$ cat config.mk
export PLATFORM = sky130hd
export DESIGN_NAME = alpu_icon_rd_arb
export DESIGN_NICKNAME = d
export VERILOG_FILES = /design/src/rtl/alpu_icon_rd_arb.sv
export SDC_FILE = /design/constraint.sdc
export NUM_CORES = 1
export LEC_CHECK = 0
export CAP_MARGIN = 5
export CORE_MARGIN = 2
export CORE_UTILIZATION = 57
export CTS_CLUSTER_SIZE = 14
export DETAILED_ROUTE_END_ITERATION = 7
export DONT_BUFFER_PORTS = 1
export PLACE_DENSITY = 0.72
export SLEW_MARGIN = 20
export SYNTH_ARGS = -nofsm -noshare
export SYNTH_HDL_FRONTEND = slang
export SYNTH_SLANG_ARGS = --single-unit
$ cat constraint.sdc
create_clock -name clk -period 2.55 [get_ports clk]
set_input_delay 0.51 -clock clk [delete_from_list [all_inputs] [get_ports clk]]
set_output_delay 0.51 -clock clk [all_outputs]
set_load 0.02 [all_outputs]
$ cat src/rtl/alpu_icon_rd_arb.sv
// alpu_icon_rd_arb: round-robin sequencer that shares one alpu_cache interconnect
// read port (icon_r0*) between NUM_REQ foreign execution units. A grant latches
// the requester's address, probes the cache TX buffer until a hit, the retry
// limit, or the requester gives up, returns the data, and then rotates priority.
// Optional build macro ALPU_RARB_STATS_EN adds saturating hit/miss counters
// (stat_hits, stat_misses).
module alpu_icon_rd_arb #(
    parameter int NUM_REQ   = 4,
    parameter int MAX_RETRY = 4,
    parameter int ADDR_W    = 16,
    parameter int DATA_W    = 32
) (
    input  logic                             clk,
    input  logic                             reset_n,
    input  logic [NUM_REQ-1:0]               req_valid,
    input  logic [NUM_REQ-1:0][ADDR_W-1:0]   req_addr,
    output logic [NUM_REQ-1:0]               gnt,
    output logic [NUM_REQ-1:0]               rsp_valid,
    output logic [DATA_W-1:0]                rsp_data,
    output logic [ADDR_W-1:0]                icon_r0addr,
    output logic                             icon_r0ready,
    input  logic                             icon_r0valid,
    input  logic [DATA_W-1:0]                icon_r0data
`ifdef ALPU_RARB_STATS_EN
    ,
    output logic [15:0]                      stat_hits,
    output logic [15:0]                      stat_misses
`endif
);

    localparam int PTR_W = (NUM_REQ > 1) ? $clog2(NUM_REQ) : 1;
    localparam int RTY_W = (MAX_RETRY > 1) ? $clog2(MAX_RETRY) : 1;
    localparam logic [RTY_W-1:0] RETRY_LAST = RTY_W'(MAX_RETRY - 1);
    localparam logic [PTR_W-1:0] PTR_LAST   = PTR_W'(NUM_REQ - 1);

    typedef enum logic [0:0] {
        ST_IDLE  = 1'b0,
        ST_PROBE = 1'b1
    } state_t;

    state_t            state_r;
    state_t            state_next_s;
    logic [PTR_W-1:0]  rr_ptr_r;
    logic [PTR_W-1:0]  gnt_idx_r;
    logic [RTY_W-1:0]  retry_cnt_r;

    logic              pick_found_s;
    logic [PTR_W-1:0]  pick_idx_s;
    logic [PTR_W-1:0]  scan_s;
    logic              granted_valid_s;
    logic              do_grant_s;
    logic              do_hit_s;
    logic              do_release_s;
    logic              do_retry_s;

    // Advance a requester index by one, wrapping NUM_REQ-1 back to 0.
    function automatic logic [PTR_W-1:0] wrap_inc(input logic [PTR_W-1:0] p);
        if (p == PTR_LAST) begin
            return {PTR_W{1'b0}};
        end else begin
            return p + PTR_W'(1);
        end
    endfunction

    // Saturating 16-bit increment used by the statistics counters.
    function automatic logic [15:0] sat_inc16(input logic [15:0] v);
        if (v == 16'hFFFF) begin
            return v;
        end else begin
            return v + 16'd1;
        end
    endfunction

    // Round-robin pick: first requesting index starting at rr_ptr and wrapping.
    always_comb begin
        pick_found_s = 1'b0;
        pick_idx_s   = {PTR_W{1'b0}};
        scan_s       = rr_ptr_r;
        for (int i = 0; i < NUM_REQ; i++) begin
            if (!pick_found_s && req_valid[scan_s]) begin
                pick_found_s = 1'b1;
                pick_idx_s   = scan_s;
            end else begin
                pick_found_s = pick_found_s;
            end
            scan_s = wrap_inc(scan_s);
        end
    end

    // The granted requester must still be asserting its request for a probe to count.
    assign granted_valid_s = req_valid[gnt_idx_r];
    assign icon_r0ready    = (state_r == ST_PROBE) && granted_valid_s;

    // FSM state register.
    always_ff @(posedge clk or negedge reset_n) begin
        if (!reset_n) begin
            state_r <= ST_IDLE;
        end else begin
            state_r <= state_next_s;
        end
    end

    // Next-state and per-cycle action decode; abandon beats hit beats miss.
    always_comb begin
        state_next_s = state_r;
        do_grant_s   = 1'b0;
        do_hit_s     = 1'b0;
        do_release_s = 1'b0;
        do_retry_s   = 1'b0;
        case (state_r)
            ST_IDLE: begin
                if (pick_found_s) begin
                    do_grant_s   = 1'b1;
                    state_next_s = ST_PROBE;
                end else begin
                    state_next_s = ST_IDLE;
                end
            end
            ST_PROBE: begin
                if (!granted_valid_s) begin
                    do_release_s = 1'b1;
                    state_next_s = ST_IDLE;
                end else if (icon_r0valid) begin
                    do_hit_s     = 1'b1;
                    do_release_s = 1'b1;
                    state_next_s = ST_IDLE;
                end else if (retry_cnt_r == RETRY_LAST) begin
                    do_release_s = 1'b1;
                    state_next_s = ST_IDLE;
                end else begin
                    do_retry_s   = 1'b1;
                    state_next_s = ST_PROBE;
                end
            end
            default: begin
                state_next_s = ST_IDLE;
            end
        endcase
    end

    // Grant bookkeeping: one-hot grant, granted index, latched address, retry count.
    always_ff @(posedge clk or negedge reset_n) begin
        if (!reset_n) begin
            gnt         <= {NUM_REQ{1'b0}};
            gnt_idx_r   <= {PTR_W{1'b0}};
            icon_r0addr <= {ADDR_W{1'b0}};
            retry_cnt_r <= {RTY_W{1'b0}};
        end else if (do_grant_s) begin
            gnt         <= {{(NUM_REQ-1){1'b0}}, 1'b1} << pick_idx_s;
            gnt_idx_r   <= pick_idx_s;
            icon_r0addr <= req_addr[pick_idx_s];
            retry_cnt_r <= {RTY_W{1'b0}};
        end else if (do_release_s) begin
            gnt         <= {NUM_REQ{1'b0}};
        end else if (do_retry_s) begin
            retry_cnt_r <= retry_cnt_r + RTY_W'(1);
        end else begin
            retry_cnt_r <= retry_cnt_r;
        end
    end

    // Priority rotates past whoever just held the grant, however it ended.
    always_ff @(posedge clk or negedge reset_n) begin
        if (!reset_n) begin
            rr_ptr_r <= {PTR_W{1'b0}};
        end else if (do_release_s) begin
            rr_ptr_r <= wrap_inc(gnt_idx_r);
        end else begin
            rr_ptr_r <= rr_ptr_r;
        end
    end

    // Response: one-cycle pulse to the granted requester; data held between hits.
    always_ff @(posedge clk or negedge reset_n) begin
        if (!reset_n) begin
            rsp_valid <= {NUM_REQ{1'b0}};
            rsp_data  <= {DATA_W{1'b0}};
        end else if (do_hit_s) begin
            rsp_valid <= gnt;
            rsp_data  <= icon_r0data;
        end else begin
            rsp_valid <= {NUM_REQ{1'b0}};
        end
    end

`ifdef ALPU_RARB_STATS_EN
    // Saturating probe statistics; abandoned probes (ready low) count as neither.
    always_ff @(posedge clk or negedge reset_n) begin
        if (!reset_n) begin
            stat_hits   <= 16'h0000;
            stat_misses <= 16'h0000;
        end else if (icon_r0ready && icon_r0valid) begin
            stat_hits   <= sat_inc16(stat_hits);
        end else if (icon_r0ready) begin
            stat_misses <= sat_inc16(stat_misses);
        end else begin
            stat_hits   <= stat_hits;
        end
    end
`endif

endmodule

# Word level (Yosys, flattened, before mapping)
# Cells that the tools add are included.
dict set report op_classes {
  n_eq_ne 6
  n_bitwise 1
  n_shift 1
  reduce_logical 10
  n_mux 44
  add_sub_neg 5
  n_lt_le_gt_ge 6
}
# cell n
set ops {}
lappend ops {{$bmux W16 S2} 1}
lappend ops {{$mux W1} 22}
lappend ops {{$mux W2} 11}
lappend ops {{$lt A2 B3 Y1 const B} 6}
lappend ops {{$mux W16} 1}
lappend ops {{$mux W4} 3}
lappend ops {{$add A2 B1 Y2 const B} 5}
lappend ops {{$bmux W1 S2} 5}
lappend ops {{$eq A2 B2 Y1 const B} 5}
lappend ops {{$logic_and A1 B1 Y1} 4}
lappend ops {{$reduce_bool A2 Y1} 2}
lappend ops {{$shl A1 B2 Y4 const A} 1}
lappend ops {{$logic_not A1 Y1} 3}
lappend ops {{$ne A2 B2 Y1 const B} 1}
lappend ops {{$pmux W1 S2} 1}
lappend ops {{$reduce_and A2 Y1} 1}
lappend ops {{$not A1 Y1} 1}
dict set report word_totals {
  regBits 63
  out_inout_bits 57
  word_cells 81
  inputBits 103
}

# Logic depth before layout (Yosys ltp)
# Gate-level depths: netlist of the first run.
dict set report depth {
  ltp_word 16
  depth_mapped 11
  depth_no_buf 7
}

# Worst setup path before layout of the first run
# OpenSTA, ideal clock, no wires.
dict set report synth_timing {
  path_kind {flip-flop to flip-flop}
  from {register rr_ptr_r[0]}
  to {register icon_r0addr[13]}
  path_slack_ns -0.035
  t_required_ns 2.415
  stages_incl_launch_ff 11
  period_less_slack_ns 2.585
  n_path_buf 3
  arrival_ns 2.450
  setup_ns 0.135
  path_cell_list {dfrtp_1 > ha_1 > buf_6 > mux2_4 > a211oi_2 > o221ai_2 > or2_1 > buf_6 > buf_6 > a2111oi_2 > a211oi_1}
}
dict set report synth_via {
  elab_chain_cells 14
  elab_cells_between_ends 35
  classes_between {add/sub: 3; eq/ne: 3; mux: 23; reduce/logical: 6}
}
# element line
set synth_lines {}
lappend synth_lines {{start: declaration} 43} ;# logic [PTR_W-1:0] rr_ptr_r;
lappend synth_lines {{start signal: assignment} 165} ;# rr_ptr_r <= {PTR_W{1'b0}};
lappend synth_lines {{start signal: assignment} 167} ;# rr_ptr_r <= wrap_inc(gnt_idx_r);
lappend synth_lines {{start signal: assignment} 169} ;# rr_ptr_r <= rr_ptr_r;
lappend synth_lines {{parallel branches: the longest is 14 deep, another holds $add A2 B1 Y2} n/a}
lappend synth_lines {{end signal: assignment} 146} ;# icon_r0addr <= {ADDR_W{1'b0}};
lappend synth_lines {{end signal: assignment} 151} ;# icon_r0addr <= req_addr[pick_idx_s];
lappend synth_lines {{end: declaration} 20} ;# output logic [ADDR_W-1:0] icon_r0addr,
# Several ways; the timed one is not identified. The select of a mux whose other input is x is not followed.
# A chain may end at the register's enable or synchronous reset.

# Worst setup path in the final report of the first run
dict set report layout_timing {
  from {register rr_ptr_r[1]}
  to {register icon_r0addr[5]}
}
# Same word-level chain as after synthesis.

==> run summary, run 1 <==
Gr usage total -> 0.231
Placed Area -> 0.00347 mm²
Ys flop type -> dfrtp_1
Setup slack, reg-to-reg -> 60 ps
Pre-antenna DRT Iters -> 4
Num CTS Buffers -> 9
Synth area leaders -> dfrtp_1 (47%), mux2_2 (12%), mux2i_1 (6.3%), a2111oi_2 (5.8%), a211oi_1 (3.6%)
Via count -> 2346
Vias in the first global route -> 2190
Net Sw Frac -> 0.455
Rel. slew slack -> 0.693
Final design utilization -> 0.704
Worst R2R Start -> rr_ptr_r[1]
Worst R2R Path Depth -> 8
Crit Path Max Fanout -> 11
Fraction of layout cells with a size suffix above 1 -> 0.355
Clk slew on worst S/H paths -> 70 ps
Area Growth Syn to Fin -> 17.4%
Core region area -> 0.00557 mm²
Setup violations, final -> 0
HPWL Detailed -> 5440 µm
EDFF count, synth -> 0
Sequential group share of total power -> 0.348
Register area share after synthesis -> 0.472
Clock latency on the worst-skew pair -> 340 ps
CP required -> 2760 ps
Hold Vio Cnt, Final -> 0
Cells after DPL -> 354
Adder-cell share of the synthesized area -> 0.0112
Leakage Power -> 1.62 nW
YS warnings -> 0
DRT iter0 DRCs -> 103
Main combinational cell family by area after synthesis -> multiplexers
Die X -> 80.6 µm
Final Cycle Share -> 0.976
Status -> completed
Max Cap Viol -> 0
VDD IR-drop max -> 0.00110 V
Post-layout min period -> 2490 ps
Top Metal Used -> met4
GP Congestion -> 0.910
Post-synth top area cell -> dfrtp_1
First-pass GRT wire length -> 11200 µm
RSZ-0062 raised after global routing -> true
Top Ports -> 160
Ys async rst share -> 1.00
Total Routed Length -> 7760 µm
Syn Nets -> 392
Synthesized area -> 0.00334 mm²
Post-synthesis mux area share -> 0.196
Slew @ Worst Pin -> 459 ps
CTS tree -> done
Simple-gate share of the synthesized area -> 0.110
Fmax -> 402 MHz
Antenna viol nets, final -> 0
Int Power -> 3.66 mW
CP Launch Point -> rr_ptr_r[1]
Die height -> 80.6 µm
Hold Crit Class -> in2async
Largest net degree at the start of global routing -> 64
Library cells used by synthesis -> 39
Clock power share -> 0.122
Overall Power -> 6.72 mW
Post-synthesis compound-gate area fraction -> 0.159
Fin nets -> 402
Syn Area/Cell -> 11.7 µm²
Worst Setup Path Type -> reg2reg
ANT cells -> 0
Final instance area -> 0.00392 mm²
Met2 wire length -> 3860 µm
Drt drc -> 0
Net Switching -> 3.06 mW
Average routed wire per standard cell -> 20.8 µm
Worst Skew -> 9.13 ps
Mapped Cells -> 286
Top-count cell post-synth -> dfrtp_1
Input/output buffers -> 0
Initial Utilization -> 0.600
Post-Route Setup TNS -> 0 ps
Clock buffer depth -> 2
Critical Path End -> icon_r0addr[5]
Synth Register Bits -> 63
Initial antenna violation count -> 0
Pwr dens -> 1710 mW/mm²
Post-synth top cells -> dfrtp_1 (63), mux2_2 (35), nor2_1 (27), mux2i_1 (21)
Data arrival, critical path -> 2700 ps
FILL cells -> 436
RR Endpoint -> icon_r0addr[5]
CTS H-tree lvls -> 3
Post-Synth XOR/XNOR Area -> 0.00262
Final count of pins violating max slew -> 0
DR WL met3 -> 803 µm
Die Area -> 0.00649 mm²
Total grt overflow -> 0
Comb power frac -> 0.529
Post-Layout Cell Count -> 373
Setup crit start kind -> flop
Via density -> 6.29
Synth top area share -> 0.472
WL met1 -> 2960 µm
Cell Rows -> 27
CTS Root Cell -> clkbuf_8
Sink Count -> 63
Critical Path Sink Type -> flop
## logic make-up (layout without fill, tap and decap cells)
group                      after synthesis  after routing
AOI/OAI and AO/OA                       57             57
xor gates and xnor gates                 1              1
adders and majority gates                3              3
buffers and inverters                   30             45
DFF                                     63             63
muxes                                   59             59
and+or+nand+nor                         73             73
## how the worst min path moves through the flow
stage / depth (start not counted) / slack (ps) / start / endpoint
5_1_grt: 1 / 50 / reset_n / rsp_data[17]
2_1_floorplan: 0 / 210 / reset_n / gnt[0]
3_3_place_gp: 0 / 220 / reset_n / rsp_data[3]
4_1_cts: 1 / 40 / reset_n / rsp_data[3]
3_5_place_dp: 0 / 220 / reset_n / rsp_data[3]
6_report: 1 / 40 / reset_n / rsp_data[2]
## placed cells by master (no fill, tap or decap), types with 4 or more instances in the layout
master	n
nand2_1	14
nor3b_1	15
mux2i_1	19
nor2_1	27
inv_1	4
a211oi_1	14
nand3_1	4
a2111oi_4	9
dfrtp_1	63
clkbuf_8	9
buf_4	19
o21ai_0	5
mux2_2	35
a2111oi_2	7
## layer usage
layer,GRT usage,up-vias
met4,0.108,0
met5,0,-
met1,0.300,1125
met3,0.0708,12
met2,0.352,128
li1,-,1081
## cell type report
type	count	area, µm²	area share
clock buffer	10	128	0.0325
sequential	63	1580	0.402
tap	72	90.1	0.0230
timing repair buffer	25	267	0.0679
multi-input combinational	193	1790	0.455
clock inverter	6	61.3	0.0156
inverter	4	15.0	0.00383
## critical path, stage by stage (launching register included)
cell	delay (ps)
dfrtp_1	410
ha_4	310
mux2_4	310
a211oi_2	230
o221ai_2	160
or2_4	300
buf_12	160
a2111oi_2	400
a211oi_2	80
## state kept, by name (all words and copies together) (netlist names)
name	cells
gnt	4
gnt_idx_r	2
icon_r0addr	16
retry_cnt_r	2
rr_ptr_r	2
rsp_data	32
rsp_valid	4
state_r	1
## what timing repair did
item	CTS	global route
buffers inserted	0	1
gates resized for setup	6	25
pin swaps	0	2
hold buffers	1	0
cloned	0	1
endpoints found under the setup margin	16	16
hold endpoints to repair	63	0
## power groups by stage
stage,sequential (mW),combinational [mW],clock [mW]
2_1_floorplan,2.23,2.35,0
4_1_cts,2.35,3.01,0.840
3_3_place_gp,2.34,2.85,0
3_5_place_dp,2.36,2.92,0
6_report,2.34,3.56,0.823
5_1_grt,2.40,3.86,0.891
## per-stage QoR
step | setup slack [ps] | hold WS, ps
after CTS | 29.1 | 43.0
after floorplan | 1.46 | 214
after global routing | -31.5 | 48.6
after detailed placement | -117 | 216
after global placement | -30.2 | 216
final | 62.2 | 42.5
(Power assumes the default switching activity.)
==> run 2, diff against run 1 <==
--- a/config.mk
+++ b/config.mk
@@ -6,7 +6,7 @@
 export NUM_CORES = 1
 export LEC_CHECK = 0
 export CAP_MARGIN = 5
-export CORE_MARGIN = 2
+export CORE_MARGIN = 3
 export CORE_UTILIZATION = 57
 export CTS_CLUSTER_SIZE = 14
 export DETAILED_ROUTE_END_ITERATION = 7
==> run 2 against run 1 <==
Non-clock buffer count down 1. Sequential power about the same. Design area down 0.89%. Power down 1.2%. Hold slack worse by 7.3 ps. Die area up 5.0%. Clock power up 3.9%. Global-route usage down 0.69 points.
==> run summary, run 2 (synthesis gave the netlist of run 1 again) <==
Status -> completed
CP Cell Sequence -> ha_4, buf_4, xnor2_2, mux2i_1, o221a_2, or2_4, clkbuf_16, a2111oi_4, a211oi_1
Fmax -> 407 MHz
Via density -> 6.32
Biggest regs -> rsp_data: 32 flops, icon_r0addr: 16 flops
Overall Power -> 6.64 mW
Initial Utilization -> 0.596
Fin nets -> 401
Sink Count -> 63
Antenna viol nets, final -> 0
Slew @ Worst Pin -> 427 ps
VDD IR-drop max -> 0.00157 V
Average routed wire per standard cell -> 21.1 µm
Worst Skew -> 7.23 ps
Pwr dens -> 1710 mW/mm²
Worst R2R Start -> rr_ptr_r[0]
CP max stage delay -> 410 ps
Input/output buffers -> 0
Top Ports -> 160
Crit Path Max Fanout -> 10
Setup slack, reg-to-reg -> 90 ps
Data arrival, critical path -> 2670 ps
GP Congestion -> 0.802
CP Buf/Inv Count -> 2
Hold Crit Class -> in2async
Clock latency on the worst-skew pair -> 330 ps
Final instance area -> 0.00389 mm²
Cell Rows -> 27
CTS tree -> done
Final count of pins violating max slew -> 0
Die height -> 82.6 µm
Clk slew on worst S/H paths -> 70 ps
Critical Path Sink Type -> flop
Fin Hold WS -> 35.2 ps
Die X -> 82.6 µm
CP required -> 2760 ps
Busiest grt layer -> met2
RR Endpoint -> icon_r0addr[14]
Rel. slew slack -> 0.715
Final design utilization -> 0.693
Num CTS Buffers -> 9
Setup violations, final -> 0
Final Cycle Share -> 0.964
Post-layout min period -> 2460 ps
Total grt overflow -> 0
Largest net degree at the start of global routing -> 64
RSZ-0062 raised after global routing -> true
CP top delay family -> compound AO/OA/AOI/OAI gates
Commonest non-fill, non-tap cell in the layout -> dfrtp_1
Most frequent cells in the layout -> dfrtp_1 (63), mux2_2 (35), nor2_1 (27)
ANT cells -> 0
Worst Setup Path Type -> reg2reg
Setup crit start kind -> flop
CTS Root Cell -> clkbuf_8
Hold Vio Cnt, Final -> 0
DRT iter0 DRCs -> 74
Largest Register -> rsp_data
First-pass GRT wire length -> 11400 µm
Fraction of layout cells with a size suffix above 1 -> 0.347
Post-Route Setup TNS -> 0 ps
Worst R2R Path Depth -> 9
FILL cells -> 419
Pre-antenna DRT Iters -> 4
GR Layer Usage met2 -> 0.380
Area Growth Syn to Fin -> 16.3%
CTS H-tree lvls -> 3
Leakage Power -> 1.61 nW
Core region area -> 0.00561 mm²
Vias in the first global route -> 2326
GR Util met3 -> 0.0922
Initial antenna violation count -> 0
Placed Area -> 0.00347 mm²
Total Routed Length -> 7840 µm
Max reg flops -> 32
Die Area -> 0.00682 mm²
HPWL Detailed -> 5580 µm
Met1 GRT Util -> 0.253
Gr usage total -> 0.224
Drt drc -> 0
Max Cap Viol -> 0
Slowest CP cell -> dfrtp_1
Clock buffer depth -> 2
Via count -> 2350
==> run 2: report_power, final <==
part | total, mW | switching, mW | internal (mW)
Clock | 0.855 | 0.403 | 0.452
Combinational | 3.46 | 1.79 | 1.67
Sequential | 2.33 | 0.846 | 1.48
==> run 2: how the worst max path moves through the flow <==
stage                            from               to  slack (ps)  depth (start not counted)
final                     rr_ptr_r[0]  icon_r0addr[14]          90                          9
after global routing      rr_ptr_r[0]   icon_r0addr[1]         -30                          9
after CTS                 rr_ptr_r[0]   icon_r0addr[9]          20                          8
after detailed placement  rr_ptr_r[0]  icon_r0addr[14]         -90                          9
after global placement    rr_ptr_r[0]   icon_r0addr[0]         -20                          9
after floorplan           rr_ptr_r[0]  icon_r0addr[13]           1                         10
==> run 2: per-layer routing <==
metal	up-vias	part of all wire
li1	1080	-
met1	1149	0.37
met2	112	0.51
met3	9	0.11
met4	0	0.013
met5	-	0
==> run 2: timing repair <==
action | 4_1_cts | 5_1_grt
endpoints found under the setup margin | 16 | 16
gates cloned | 0 | 1
hold buffers | 1 | 0
endpoints found under the hold margin | 63 | 0
pin swaps | 0 | 3
setup buffers | 0 | 1
gates resized for setup | 4 | 18
==> run 2: area by class of cell <==
cell class / count / area, µm² / share of cell area
tap: 72 / 90.1 / 0.0232
multi-input combinational: 193 / 1760 / 0.453
clock buffer: 9 / 124 / 0.0319
clock inverter: 7 / 72.6 / 0.0187
sequential: 63 / 1580 / 0.405
timing repair buffer: 24 / 250 / 0.0644
inverter: 4 / 15.0 / 0.00386
==> run 2: per-stage QoR <==
| stage | cells | setup slack (ps) |
|---|---|---|
| floorplan | 286 | 1.46 |
| global placement | 353 | -19.1 |
| detailed placement | 353 | -92.1 |
| CTS | 370 | 21.1 |
| global route | 372 | -34.5 |
| finish | 372 | 92.8 |
==> run 3, diff against run 2 <==
--- a/config.mk
+++ b/config.mk
@@ -5,13 +5,13 @@
 export SDC_FILE = /design/constraint.sdc
 export NUM_CORES = 1
 export LEC_CHECK = 0
+export BUFFER_PORTS_ARGS = -buffer_cell sky130_fd_sc_hd__buf_4
 export CAP_MARGIN = 5
 export CORE_MARGIN = 3
-export CORE_UTILIZATION = 57
+export CORE_UTILIZATION = 42
 export CTS_CLUSTER_SIZE = 14
 export DETAILED_ROUTE_END_ITERATION = 7
-export DONT_BUFFER_PORTS = 1
-export PLACE_DENSITY = 0.72
+export PLACE_DENSITY = 0.74
 export SLEW_MARGIN = 20
 export SYNTH_ARGS = -nofsm -noshare
 export SYNTH_HDL_FRONTEND = slang
==> run 3 against run 2 <==
Fmax is 0.91% lower. Via count up 27%. Hold slack better by 220 ps. Die area increased by 33%. Routed wire length increased by 20%. Global-route usage shrank 2.6 points. Clock-buffer cell count is 2 higher. Non-clock buffer count rose by 161. Register-to-register slack lost 20 ps. Cell count grew 50%. Largest cell class unchanged.
==> run summary, run 3 (synthesis gave the netlist of run 1 again) <==
Fmax -> 403 MHz
Overall Power -> 7.60 mW
CTS Root Cell -> clkbuf_8
Commonest non-fill, non-tap cell in the layout -> buf_4
Hold Vio Cnt, Final -> 0
Largest Register -> rsp_data
Post-Route Setup TNS -> 0 ps
Max reg flops -> 32
Top Ports -> 160
Slowest CP cell -> dfrtp_1
Total grt overflow -> 0
RR Endpoint -> icon_r0addr[12]
Initial antenna violation count -> 0
CP Buf/Inv Count -> 1
Most frequent cells in the layout -> buf_4 (178), dfrtp_1 (63), mux2_2 (35)
Via density -> 5.33
Area Growth Syn to Fin -> 55.1%
Crit Path Max Fanout -> 19
Drt drc -> 0
Sink Count -> 63
Largest net degree at the start of global routing -> 64
Worst Skew -> 7.84 ps
Met2 wire length -> 4510 µm
First-pass GRT wire length -> 14100 µm
Initial Utilization -> 0.447
Final design utilization -> 0.693
Leakage Power -> 2.40 nW
FILL cells -> 537
Hold Crit Class -> in2async
CP top delay family -> compound AO/OA/AOI/OAI gates
Final Cycle Share -> 0.972
Cell Rows -> 31
Critical Path Sink Type -> flop
Data arrival, critical path -> 2680 ps
Core region area -> 0.00749 mm²
Clock buffer depth -> 2
Status -> completed
Worst R2R Path Depth -> 8
Pwr dens -> 1470 mW/mm²
RSZ-0062 raised after global routing -> true
Pre-antenna DRT Iters -> 5
Antenna viol nets, final -> 0
Die X -> 95.2 µm
Num CTS Buffers -> 9
Worst Setup Path Type -> reg2reg
Total Routed Length -> 9390 µm
CTS H-tree lvls -> 3
Final count of pins violating max slew -> 0
Biggest regs -> rsp_data: 32 flops, icon_r0addr: 16 flops
Worst R2R Start -> rr_ptr_r[1]
Vias in the first global route -> 2991
VDD IR-drop max -> 0.000849 V
CTS tree -> done
Clock latency on the worst-skew pair -> 330 ps
Setup slack, reg-to-reg -> 70 ps
Post-layout min period -> 2480 ps
GP Congestion -> 0.935
Gr usage total -> 0.198
WL met1 -> 3840 µm
Average routed wire per standard cell -> 16.8 µm
DR WL met3 -> 916 µm
Via count -> 2980
Fin nets -> 562
Hold buffer count at CTS -> 0
Slew @ Worst Pin -> 780 ps
Input/output buffers -> 159
Die height -> 95.2 µm
CP max stage delay -> 410 ps
Register area -> 0.00158 mm²
CP required -> 2750 ps
HPWL Detailed -> 6950 µm
Clk slew on worst S/H paths -> 70 ps
Multi-input gate area -> 0.00180 mm²
CP Cell Sequence -> ha_4, mux2_4, a211oi_4, o221ai_4, or2_4, buf_12, a2111oi_2, a211oi_1
Setup violations, final -> 0
Fraction of layout cells with a size suffix above 1 -> 0.574
Setup crit start kind -> flop
Rel. slew slack -> 0.480
Top Metal Used -> met4
Die Area -> 0.00907 mm²
ANT cells -> 0
DRT iter0 DRCs -> 99
Max Cap Viol -> 0
==> run 3: metrics by stage <==
step	worst slack, ps	area (µm²)	hold slack [ps]	cells
3_3_place_gp	12.1	4760	483	542
4_1_cts	48.8	5000	288	557
3_5_place_dp	-129	4760	496	542
6_report	70.2	5180	252	559
5_1_grt	-44.5	5180	321	559
2_1_floorplan	1.46	3340	214	286
==> run 3: area by class of cell <==
type	instances	share of cell area
multi-input cells	193	0.347
flip-flops and latches	63	0.304
repair buffers	185	0.281
clock buffers	11	0.0273
well taps	99	0.0239
clock inverters	4	0.0135
inverters	4	0.00290
==> run 3: how the worst max path moves through the flow <==
stage / startpoint / to / slack [ps] / depth (start not counted)
floorplan: rr_ptr_r[0] / icon_r0addr[13] / 1 / 10
global placement: rr_ptr_r[0] / icon_r0addr[2] / 10 / 9
detailed placement: rr_ptr_r[0] / icon_r0addr[2] / -130 / 9
CTS: rr_ptr_r[1] / icon_r0addr[0] / 50 / 10
global route: rr_ptr_r[1] / icon_r0addr[12] / -40 / 8
finish: rr_ptr_r[1] / icon_r0addr[12] / 70 / 8
==> run 3: report_power, final <==
part	switching, mW	total [mW]	leakage (nW)	internal (mW)
clock network	0.358	0.926	0.109	0.569
registers	0.273	1.76	0.751	1.49
logic	2.59	4.92	1.54	2.32
total	3.22	7.60	2.40	4.38
==> run 3: what timing repair did <==
item,CTS,global route
pin swaps,0,3
resized for setup,7,22
setup buffers,0,1
hold endpoints to repair,0,0
cloned,0,1
setup endpoints to repair,16,16
==> run 3: metal layers <==
layer | up-vias | global-route usage
met5 | - | 0
met4 | 0 | 0.0589
met3 | 18 | 0.0679
met2 | 135 | 0.325
met1 | 1430 | 0.246
li1 | 1397 | -
